**src/rtl/icache_responder_if.sv**
```systemverilog
// Fetch-side request/response bundle between the fetch stage and the instruction cache.
// Fetch holds imemREN/imemaddr steady until ihit. ihit marks imemload valid for that cycle only, and the response has no back-pressure.
interface icache_responder_if;
  logic        imemREN;
  logic [31:0] imemaddr;
  logic        flush;
  logic        ihit;
  logic [31:0] imemload;

  modport master (
    output imemREN, imemaddr, flush,
    input  ihit, imemload
  );

  modport slave (
    input  imemREN, imemaddr, flush,
    output ihit, imemload
  );
endinterface

```
**src/rtl/icache_responder.sv**
```systemverilog
// Direct-mapped, one-word-per-line instruction cache.
// A miss is refilled by a single-word read from the memory controller, then answered as a hit.
module icache_responder #(
  parameter int SETS  = 16,
  parameter int CNT_W = 32
) (
  input  logic              CLK,
  input  logic              RST,
  icache_responder_if.slave fif,
  output logic              iREN,
  output logic [31:0]       iaddr,
  input  logic              iwait,
  input  logic [31:0]       iload,
  output logic [CNT_W-1:0]  hit_count,
  output logic [CNT_W-1:0]  miss_count,
  output logic              dbg_fetch
);
  localparam int IDX   = $clog2(SETS);
  localparam int TAG_W = 30 - IDX;

  typedef enum logic {IDLE = 1'b0, FETCH = 1'b1} state_t;

  state_t           state, next_state;
  logic [SETS-1:0]  valid;
  logic [TAG_W-1:0] tag_arr [SETS];
  logic [31:0]      data_arr [SETS];
  logic [31:0]      maddr;
  logic [IDX-1:0]   idx, midx;
  logic [TAG_W-1:0] tag, mtag;
  logic             hit, miss, fill;
  logic [1:0]       unused_offset;

  assign idx           = fif.imemaddr[IDX+1:2];
  assign tag           = fif.imemaddr[31:IDX+2];
  assign midx          = maddr[IDX+1:2];
  assign mtag          = maddr[31:IDX+2];
  assign unused_offset = fif.imemaddr[1:0];

  assign hit  = (state == IDLE) && fif.imemREN && valid[idx] && (tag_arr[idx] == tag);
  assign miss = (state == IDLE) && fif.imemREN && !hit;
  assign fill = (state == FETCH) && !iwait;

  assign dbg_fetch = (state == FETCH);

  always_ff @(posedge CLK) begin
    if (RST) state <= IDLE;
    else     state <= next_state;
  end

  always_comb begin
    next_state = state;
    case (state)
      IDLE:  if (miss) next_state = FETCH;
      FETCH: if (!iwait) next_state = IDLE;
    endcase
  end

  // A flush cycle suppresses the hit response even though the line is still valid.
  always_comb begin
    iREN         = 1'b0;
    iaddr        = '0;
    fif.ihit     = 1'b0;
    fif.imemload = '0;
    case (state)
      IDLE: begin
        if (hit && !fif.flush) begin
          fif.ihit     = 1'b1;
          fif.imemload = data_arr[idx];
        end
      end
      FETCH: begin
        iREN  = 1'b1;
        iaddr = maddr;
      end
    endcase
  end

  // Flush is applied after the fill so it wins when both land on the same edge.
  always_ff @(posedge CLK) begin
    if (RST) begin
      valid      <= '0;
      hit_count  <= '0;
      miss_count <= '0;
    end else begin
      if (hit && !fif.flush)  hit_count  <= hit_count + CNT_W'(1);
      if (miss && !fif.flush) miss_count <= miss_count + CNT_W'(1);
      if (fill)               valid[midx] <= 1'b1;
      if (fif.flush)          valid <= '0;
    end
  end

  always_ff @(posedge CLK) begin
    if (miss) maddr <= {fif.imemaddr[31:2], 2'b00};
    if (fill) begin
      data_arr[midx] <= iload;
      tag_arr[midx]  <= mtag;
    end
  end
endmodule

```
**src/flat_wrapper.sv**
```systemverilog
// flat-port wrapper written by rule: the top's interface ports become plain ports
module icache_responder_flat 
#(
  parameter int SETS  = 16,
  parameter int CNT_W = 32
)
  (CLK, RST, iREN, iaddr, iwait, iload, hit_count, miss_count, dbg_fetch, fif_imemREN, fif_imemaddr, fif_flush, fif_ihit, fif_imemload);
  icache_responder_if fif_i ();
  input  logic CLK;
  input  logic RST;
  output logic iREN;
  output logic [31:0] iaddr;
  input  logic iwait;
  input  logic [31:0] iload;
  output logic [CNT_W-1:0] hit_count;
  output logic [CNT_W-1:0] miss_count;
  output logic dbg_fetch;
  input wire logic [$bits(fif_i.imemREN)-1:0] fif_imemREN;
  input wire logic [$bits(fif_i.imemaddr)-1:0] fif_imemaddr;
  input wire logic [$bits(fif_i.flush)-1:0] fif_flush;
  output wire logic [$bits(fif_i.ihit)-1:0] fif_ihit;
  output wire logic [$bits(fif_i.imemload)-1:0] fif_imemload;
  assign fif_i.imemREN = fif_imemREN;
  assign fif_i.imemaddr = fif_imemaddr;
  assign fif_i.flush = fif_flush;
  assign fif_ihit = fif_i.ihit;
  assign fif_imemload = fif_i.imemload;
  icache_responder #(.SETS(SETS), .CNT_W(CNT_W)) u_core (.CLK(CLK), .RST(RST), .fif(fif_i), .iREN(iREN), .iaddr(iaddr), .iwait(iwait), .iload(iload), .hit_count(hit_count), .miss_count(miss_count), .dbg_fetch(dbg_fetch));
endmodule
```
**config.mk**
```make
export PLATFORM = sky130hd
export DESIGN_NAME = icache_responder_flat
export DESIGN_NICKNAME = d
export VERILOG_FILES = /design/src/rtl/icache_responder_if.sv /design/src/rtl/icache_responder.sv /design/src/flat_wrapper.sv
export SDC_FILE = /design/constraint.sdc
export NUM_CORES = 1
export LEC_CHECK = 0
export CORE_UTILIZATION = 35
export CTS_BUF_LIST = sky130_fd_sc_hd__clkbuf_8
export CTS_CLUSTER_DIAMETER = 60
export CTS_CLUSTER_SIZE = 20
export DETAILED_ROUTE_END_ITERATION = 6
export GPL_TIMING_DRIVEN = 0
export PLACE_DENSITY = 0.61
export SYNTH_ARGS = -nofsm -noshare
export SYNTH_HDL_FRONTEND = slang
export SYNTH_SLANG_ARGS = --single-unit
```
**constraint.sdc**
```tcl
create_clock -name CLK -period 16.9 [get_ports CLK]
set_input_delay 3.38 -clock CLK [delete_from_list [all_inputs] [get_ports CLK]]
set_output_delay 3.38 -clock CLK [all_outputs]
set_load 0.02 [all_outputs]
```
==> results of run 1 <==
-- stage by stage --
stage	instances	setup slack [ps]
2_1_floorplan	2032	6910
3_3_place_gp	3739	2080
3_5_place_dp	3810	2230
4_1_cts	3914	2210
5_1_grt	3914	2140
6_report	3915	2330
-- cell families after synthesis --
family,after synthesis
and+or+nand+nor,312
muxes,313
DFF,1039
adders and majority gates,2
AOI/OAI and AO/OA,183
other,1
buffers and inverters,133
xor gates and xnor gates,48
-- layout by cell type, fill, tap and decap left out, types with 24 or more instances in the layout --
| cell type | n |
|---|---|
| edfxtp_1 | 958 |
| mux4_2 | 257 |
| clkdlybuf4s50_1 | 195 |
| dfxtp_1 | 81 |
| clkbuf_8 | 71 |
| a21oi_1 | 57 |
| clkbuf_1 | 51 |
| mux2i_1 | 51 |
| nor2b_1 | 46 |
| nor2_1 | 44 |
| nand2_1 | 41 |
| and2_1 | 38 |
| inv_1 | 37 |
| buf_6 | 33 |
| xnor2_1 | 32 |
| buf_12 | 32 |
| nand3_1 | 31 |
| or4_1 | 25 |
| buf_2 | 24 |
| o31ai_1 | 24 |
-- sequential cells by signal (all words and copies together), names as in the netlist --
register and flops:
u_core.tag_arr 416, u_core.dbg_fetch 1, u_core.valid 16, u_core.hit_count 32, u_core.maddr 30, u_core.miss_count 32
u_core.data_arr 512
-- worst paths after layout --
kind / startpoint / to / cells after the start
worst max-delay path: fif_imemaddr[5] / fif_imemload[4] / 15
worst min-delay path: u_core.valid[0] / u_core.valid[0] / 1
worst max register to register: u_core.tag_arr[12][22] / u_core.hit_count[21] / 11
worst min register to register: u_core.valid[0] / u_core.valid[0] / 1
-- power by group --
part	switching, mW	internal (mW)
Sequential	0.0211	2.82
Combinational	0.149	0.114
Clock	0.794	0.417
-- worst max-delay path, cell delays in order --
cell             delay [ps]
clkdlybuf4s50_1         560
buf_2                   290
buf_2                   400
buf_2                   460
buf_1                   820
clkbuf_1               1010
nor2_1                  130
a31oi_1                 320
nand4b_1                310
nor4_4                  760
nand3_2                 370
clkbuf_1                570
clkbuf_1                520
nor2b_1                 520
clkdlybuf4s50_1         720
-- final cells by class --
| cell class | instances | area [um2] | area share |
|---|---|---|---|
| Sequential cell | 1039 | 30400 | 0.645 |
| Inverter | 27 | 101 | 0.00215 |
| Timing Repair Buffer | 266 | 3130 | 0.0664 |
| Clock buffer | 71 | 977 | 0.0207 |
| Multi-Input combinational cell | 860 | 9910 | 0.210 |
| Buffer | 106 | 503 | 0.0107 |
| Antenna cell | 1 | 2.50 | 0.0000531 |
| Tap cell | 1512 | 1890 | 0.0401 |
| Clock inverter | 33 | 226 | 0.00480 |
-- metal layers --
layer | routed length [um] | vias up
li1 | - | 8958
met1 | 44900 | 11500
met2 | 53400 | 906
met3 | 8430 | 136
met4 | 2130 | 10
met5 | 59 | -
==> run metrics, run 1 <==
synth-to-layout area growth 15.6%; global-route wire length before repair 155 mm; Post-Synth Simple-Gate Area 0.0430; placer congestion estimate 0.832; Die Y 343 um; PwrDens 91.6 nW/um2; slew of the pin with the lowest slew margin 1280 ps; Critical Path RT 13520 ps; asr flop ratio synth 0; DR iter-0 viols 2390; RSZ-0062 raised after global routing false; busiest layer in global routing met2; status completed; syn_area_per_cell 20.1 um2; final setup fails 0; CP startpoint kind primary input; CP endpoint kind output port; Post-Synth XOR/XNOR Area 0.0103; Placement Rows 124; #FFs+latches synth 1039; Peak VDD IR 0.0000730 V; complex-gate fraction of the synthesized area 0.0302; initial antenna violation count 9; HP Class flip-flop to flip-flop; overall power 4.32 mW; leading post-synthesis cells by cell area edfxtp_1 (71%), mux4_2 (14%), dfxtp_1 (4.0%); remaining antenna violation count 0; initial cell density of the core 0.355; Die X 343 um; warnings from Yosys 0; dpl hpwl 73.4 mm; wirelength, routed 109 mm; Cell variety after synth 61; setup TNS 0 ps; die area 118000 um2; detailed-route DRC error count 0; core footprint 115000 um2; Post-CTS Resized 0; GR Util met3 0.0374; dominant cell type by area after synthesis edfxtp_1; Mapped Cells 2031; Core Util, Final 0.410; Pleak 14.3 nW; maximum clock path buffer count 3; Top-Level Pins 200; area share of the largest cell type after synthesis 0.705; Final min period 14570 ps; final number of max-transition violations 0; cts bufs inserted 67; Total Nets Final 2438; number of flops mapped to enable cells by yosys 958; vias after detailed routing 21500; clock-pin slew on the worst setup and hold paths 110 ps; top-count cell post-synth edfxtp_1; largest net degree at the start of global routing 22; top cells by count, synth edfxtp_1 (958), mux4_2 (257), dfxtp_1 (81), a21oi_1 (57), nor2_1 (56); post-route design area 47100 um2; max-cap viol count 0; register area share after synthesis 0.745; Hold-fix buffers, CTS 0; post-synthesis cell area 40800 um2; wire per inst 27.8 um; GR Util met2 0.305; IO buf count 195; H-tree depth 3; Fillers 10100; CTS tree built; vias in the first global route 21900; R2R Setup Slk 11840 ps; Adder-Cell Fraction of Synth Area 0.000614; slew margin rel. 0.147; share of cells above drive strength 1 0.205; global-route track usage on met1 0.248; largest family of logic cells by synthesized area multiplexers; placed cell area 45900 um2; prevailing post-synth register cell edfxtp_1; vias per std cell 5.50; Clock Skews 28.7 ps; DRT Pass-1 Iters 7; clock latency on the worst-skew pair 730 ps; Tot GR Track Use 0.183; CP Class primary input to output port; total global routing overflow 0; top fanout value on the critical path 10; clock sinks 1039; clock root buffer clkbuf_8; Worst EP arrival 11190 ps; multiplexer share of the synthesized area 0.156; Final Hold Fails 0; FMAX 0.0686 GHz; period utilization 0.862; Post-CTS Setup Bufs 0; worst hold slack 482 ps
No activity file was read; power rests on OpenSTA's default activity.
==> run 2: changes to the inputs <==
GPL_TIMING_DRIVEN = default   (was 0)
==> run 2 against run 1 <==
Net effect: maximum frequency is 16% higher; combinational power decreased by 9.1%; power decreased by 2.4%; flip-flop and latch count unchanged; highest routed layer unchanged.
==> run metrics, run 2 (same netlist as run 1, synthesis figures left out) <==
IO buf count 195; clock-pin slew on the worst setup and hold paths 120 ps; GR Util met3 0.0269; Tot GR Track Use 0.168; Regs by FF count u_core.data_arr x512, u_core.tag_arr x416; H-tree depth 2; delay-heaviest family, CP buffers and inverters; setup TNS 0 ps; Clock Skews 64.1 ps; cell at the slowest stage of the critical path buf_4; final number of max-transition violations 0; status completed; max-cap viol count 0; switching power total 0.927 mW; placer congestion estimate 0.790; commonest non-fill, non-tap cells in the layout edfxtp_1 (958), mux4_2 (257), clkdlybuf4s50_1 (190); clock sinks 1039; synth-to-layout area growth 11.9%; sequential power share 0.675; global-route track usage on met1 0.238; Worst EP arrival 9180 ps; CTS tree built; most common cell after layout, fill and taps aside edfxtp_1; Critical Path RT 13520 ps; CP startpoint kind primary input; Die Y 343 um; wirelength, routed 99.3 mm; Post-CTS Setup Bufs 0; maximum clock path buffer count 3; vias after detailed routing 20600; core footprint 115000 um2; Peak VDD IR 0.0000620 V; final setup fails 0; die area 118000 um2; slew of the pin with the lowest slew margin 1330 ps; Largest Register u_core.data_arr; CP Class primary input to output port; CP bufs+invs 4; Placement Rows 124; detailed-route DRC error count 0; Die X 343 um; Final min period 12560 ps; RSZ-0062 raised after global routing false; period utilization 0.743; DR iter-0 viols 2049; total global routing overflow 0; global-route wire length before repair 144 mm; Top-Level Pins 200; clock latency on the worst-skew pair 780 ps; CP endpoint kind output port; HP Class flip-flop to flip-flop; Clk pwr share 0.268; busiest layer in global routing met2; FMAX 0.0796 GHz; combinational share of power 0.057; worst path cell trace buf_8 -> buf_4 -> mux4_2 -> mux4_2 -> xor2_1 -> nor4b_1 -> nand4b_1 -> nor3_1 -> nand3_4 -> buf_4 -> nor2b_1 -> clkdlybuf4s50_1; vias per std cell 5.45; GR Util met2 0.271; number of flip-flops in the largest register 512; dpl hpwl 54.1 mm; cts bufs inserted 60; initial antenna violation count 10; Pleak 13.7 nW; Core Util, Final 0.397; vias in the first global route 21000; Final Hold Fails 0; overall power 4.21 mW; Hold-fix buffers, CTS 0; Post-CTS Resized 0; initial cell density of the core 0.355; largest net degree at the start of global routing 79; share of cells above drive strength 1 0.181; top fanout value on the critical path 63; wire per inst 26.3 um; slew margin rel. 0.107; remaining antenna violation count 0; Total Nets Final 2291; clock root buffer clkbuf_8; DRT Pass-1 Iters 7; Int Pwr 3.29 mW; crit-path max cell delay 700 ps; PwrDens 92.4 nW/um2; Sw Share 0.220
run 2: cell count changes in the layout (fill, tap and decap cells not counted), sizes merged:
| cell | change |
|---|---|
| clkinvlp | -4 |
| inv | +15 |
| clkdlybuf4s50 | -5 |
| clkbuf | -61 |
| buf | -84 |
| clkinv | -3 |
| diode | +1 |
run 2: final timing paths:
kind | from | end | slack, ps | cells past startpoint
max | fif_imemaddr[4] | fif_imemload[23] | 4340 | 12
max reg2reg | u_core.dbg_fetch | u_core.hit_count[17] | 12330 | 8
min | u_core.valid[2] | u_core.valid[2] | 480 | 1
min reg2reg | u_core.valid[2] | u_core.valid[2] | 480 | 1
run 2: power groups by stage:
stage / clock network (mW) / logic (mW) / registers (mW)
after detailed placement: 0 / 0.244 / 2.90
after global placement: 0 / 0.241 / 2.90
after floorplan: 0 / 0.148 / 2.89
after global routing: 1.24 / 0.257 / 2.85
after CTS: 1.17 / 0.245 / 2.84
final: 1.13 / 0.239 / 2.84
run 2: area by class of cell:
cell class,instances,area (um2)
Tap cell,1512,1890
Multi-Input combinational cell,860,9920
Timing Repair Buffer,232,2240
Antenna cell,2,5.00
Clock inverter,41,235
Sequential cell,1039,30400
Inverter,27,101
Fill cell,10200,69300
Clock buffer,61,840
run 2: metal layers:
layer	vias up	wire length [um]
met5	-	73
met4	12	2030
met3	137	6720
met2	745	47500
met1	11000	43000
li1	8666	-
run 2: metrics by stage:
stage	hold WS [ps]	cell area, um2	setup slack, ps	instances
6_report	480	45600	4340	3774
5_1_grt	498	45600	3910	3773
4_1_cts	482	45600	4160	3772
3_5_place_dp	454	44500	4190	3670
3_3_place_gp	441	44500	4320	3670
2_1_floorplan	435	40800	6910	2032
==> run 3: changes to the inputs <==
PLACE_DENSITY = 0.63   (was 0.61)
clock period = 10.59 ns   (was 16.9 ns; I/O delays follow)
==> run 3 against run 2 <==
Net effect: critical path depth down 2; worst setup slack lost 2900 ps; non-clock buffer count grew 7; first-iteration DRC count up 2.4%; flip-flop and latch count unchanged; design area up 0.24%; critical endpoint unchanged.
==> run metrics, run 3 (same netlist as run 1, synthesis figures left out) <==
status completed; placer congestion estimate 0.765; maximum clock path buffer count 3; Tot GR Track Use 0.166; vias in the first global route 20800; Final min period 9140 ps; initial antenna violation count 15; largest net degree at the start of global routing 76; Largest Register u_core.data_arr; CP endpoint kind output port; Die Y 343 um; die area 118000 um2; slew margin rel. 0.104; HP Class flip-flop to flip-flop; Worst EP arrival 7020 ps; DRT Pass-1 Iters 5; Clock Skews 34.7 ps; FMAX 0.109 GHz; global-route track usage on met1 0.238; clock-pin slew on the worst setup and hold paths 120 ps; total global routing overflow 0; detailed-route DRC error count 0; top fanout value on the critical path 75; vias after detailed routing 20400; Post-CTS Resized 0; global-route wire length before repair 143 mm; vias per std cell 5.40; most common cell after layout, fill and taps aside edfxtp_1; core footprint 115000 um2; synth-to-layout area growth 12.1%; Peak VDD IR 0.000134 V; IO buf count 195; remaining antenna violation count 0; setup TNS 0 ps; number of flip-flops in the largest register 512; CP Class primary input to output port; share of cells above drive strength 1 0.184; final setup fails 0; Hold-fix buffers, CTS 0; overall power 6.75 mW; initial cell density of the core 0.355; clock sinks 1039; cts bufs inserted 61; commonest non-fill, non-tap cells in the layout edfxtp_1 (958), mux4_2 (257), clkdlybuf4s50_1 (190); CTS tree built; Placement Rows 124; Top-Level Pins 200; period utilization 0.863; slew of the pin with the lowest slew margin 1340 ps; PwrDens 148 nW/um2; clock root buffer clkbuf_8; Post-CTS Setup Bufs 0; busiest layer in global routing met2; Die X 343 um; H-tree depth 2; Final Hold Fails 0; RSZ-0062 raised after global routing false; Critical Path RT 8470 ps; GR Util met3 0.0291; wire per inst 26.0 um; GR Util met2 0.269; CP startpoint kind primary input; clock latency on the worst-skew pair 780 ps; Total Nets Final 2299; DR iter-0 viols 2099; dpl hpwl 54.8 mm; Pleak 13.8 nW; final number of max-transition violations 0; wirelength, routed 98.6 mm; Regs by FF count u_core.data_arr x512, u_core.tag_arr x416; max-cap viol count 0
[run 3: changes by cell type in the layout (fill, tap and decap cells not counted), moves of 3 or more]
cell      delta
buf_4        +6
diode_2      +3
clkbuf_8     +4
inv_8        +4
[run 3: stage by stage]
stage               hold WS (ps)  instance area, um2  setup WS, ps  std cells  utilization
finish                       478               45700          1450       3787        0.398
global route                 499               45700          1010       3784        0.398
CTS                          479               45700          1190       3782        0.398
detailed placement           451               44600          1210       3677        0.388
global placement             441               44600          1290       3677        0.388
floorplan                    435               40800          3130       2032            -
[run 3: critical path, stage by stage]
cell             delay, ps
buf_6                  690
mux4_2                 430
mux4_2                 490
xor2_1                 190
nor4b_1                590
nand4b_1               420
nor3_1                 420
nand3_4                530
nor2b_1                340
clkdlybuf4s50_1        640
[run 3: per-layer routing]
layer,routed length (um),part of all wire,vias to the layer above
met2,47100,0.48,772
li1,-,-,8694
met4,1450,0.015,16
met3,7460,0.076,121
met1,42500,0.43,10800
met5,108,0.0011,-
[run 3: final timing paths]
check             slack [ps]                   start                   end  cells past startpoint
setup / recovery        1450         fif_imemaddr[5]      fif_imemload[23]                     10
hold / removal           480        u_core.valid[10]      u_core.valid[10]                      1
setup reg to reg        5690  u_core.tag_arr[12][22]  u_core.hit_count[20]                     10
hold reg to reg          480        u_core.valid[10]      u_core.valid[10]                      1
[run 3: report_power, final]
part / leakage [nW] / switching (mW) / internal [mW]
clock: 0.658 / 1.25 / 0.584
sequential: 9.29 / 0.0314 / 4.50
combinational: 3.85 / 0.216 / 0.170
[run 3: cell type report]
| type | count | area, um2 |
|---|---|---|
| antenna | 5 | 12.5 |
| fill | 10100 | 69200 |
| inverter | 27 | 101 |
| tap | 1512 | 1890 |
| sequential | 1039 | 30400 |
| multi-input combinational | 860 | 9920 |
| clock inverter | 40 | 215 |
| clock buffer | 65 | 895 |
| timing repair buffer | 239 | 2300 |
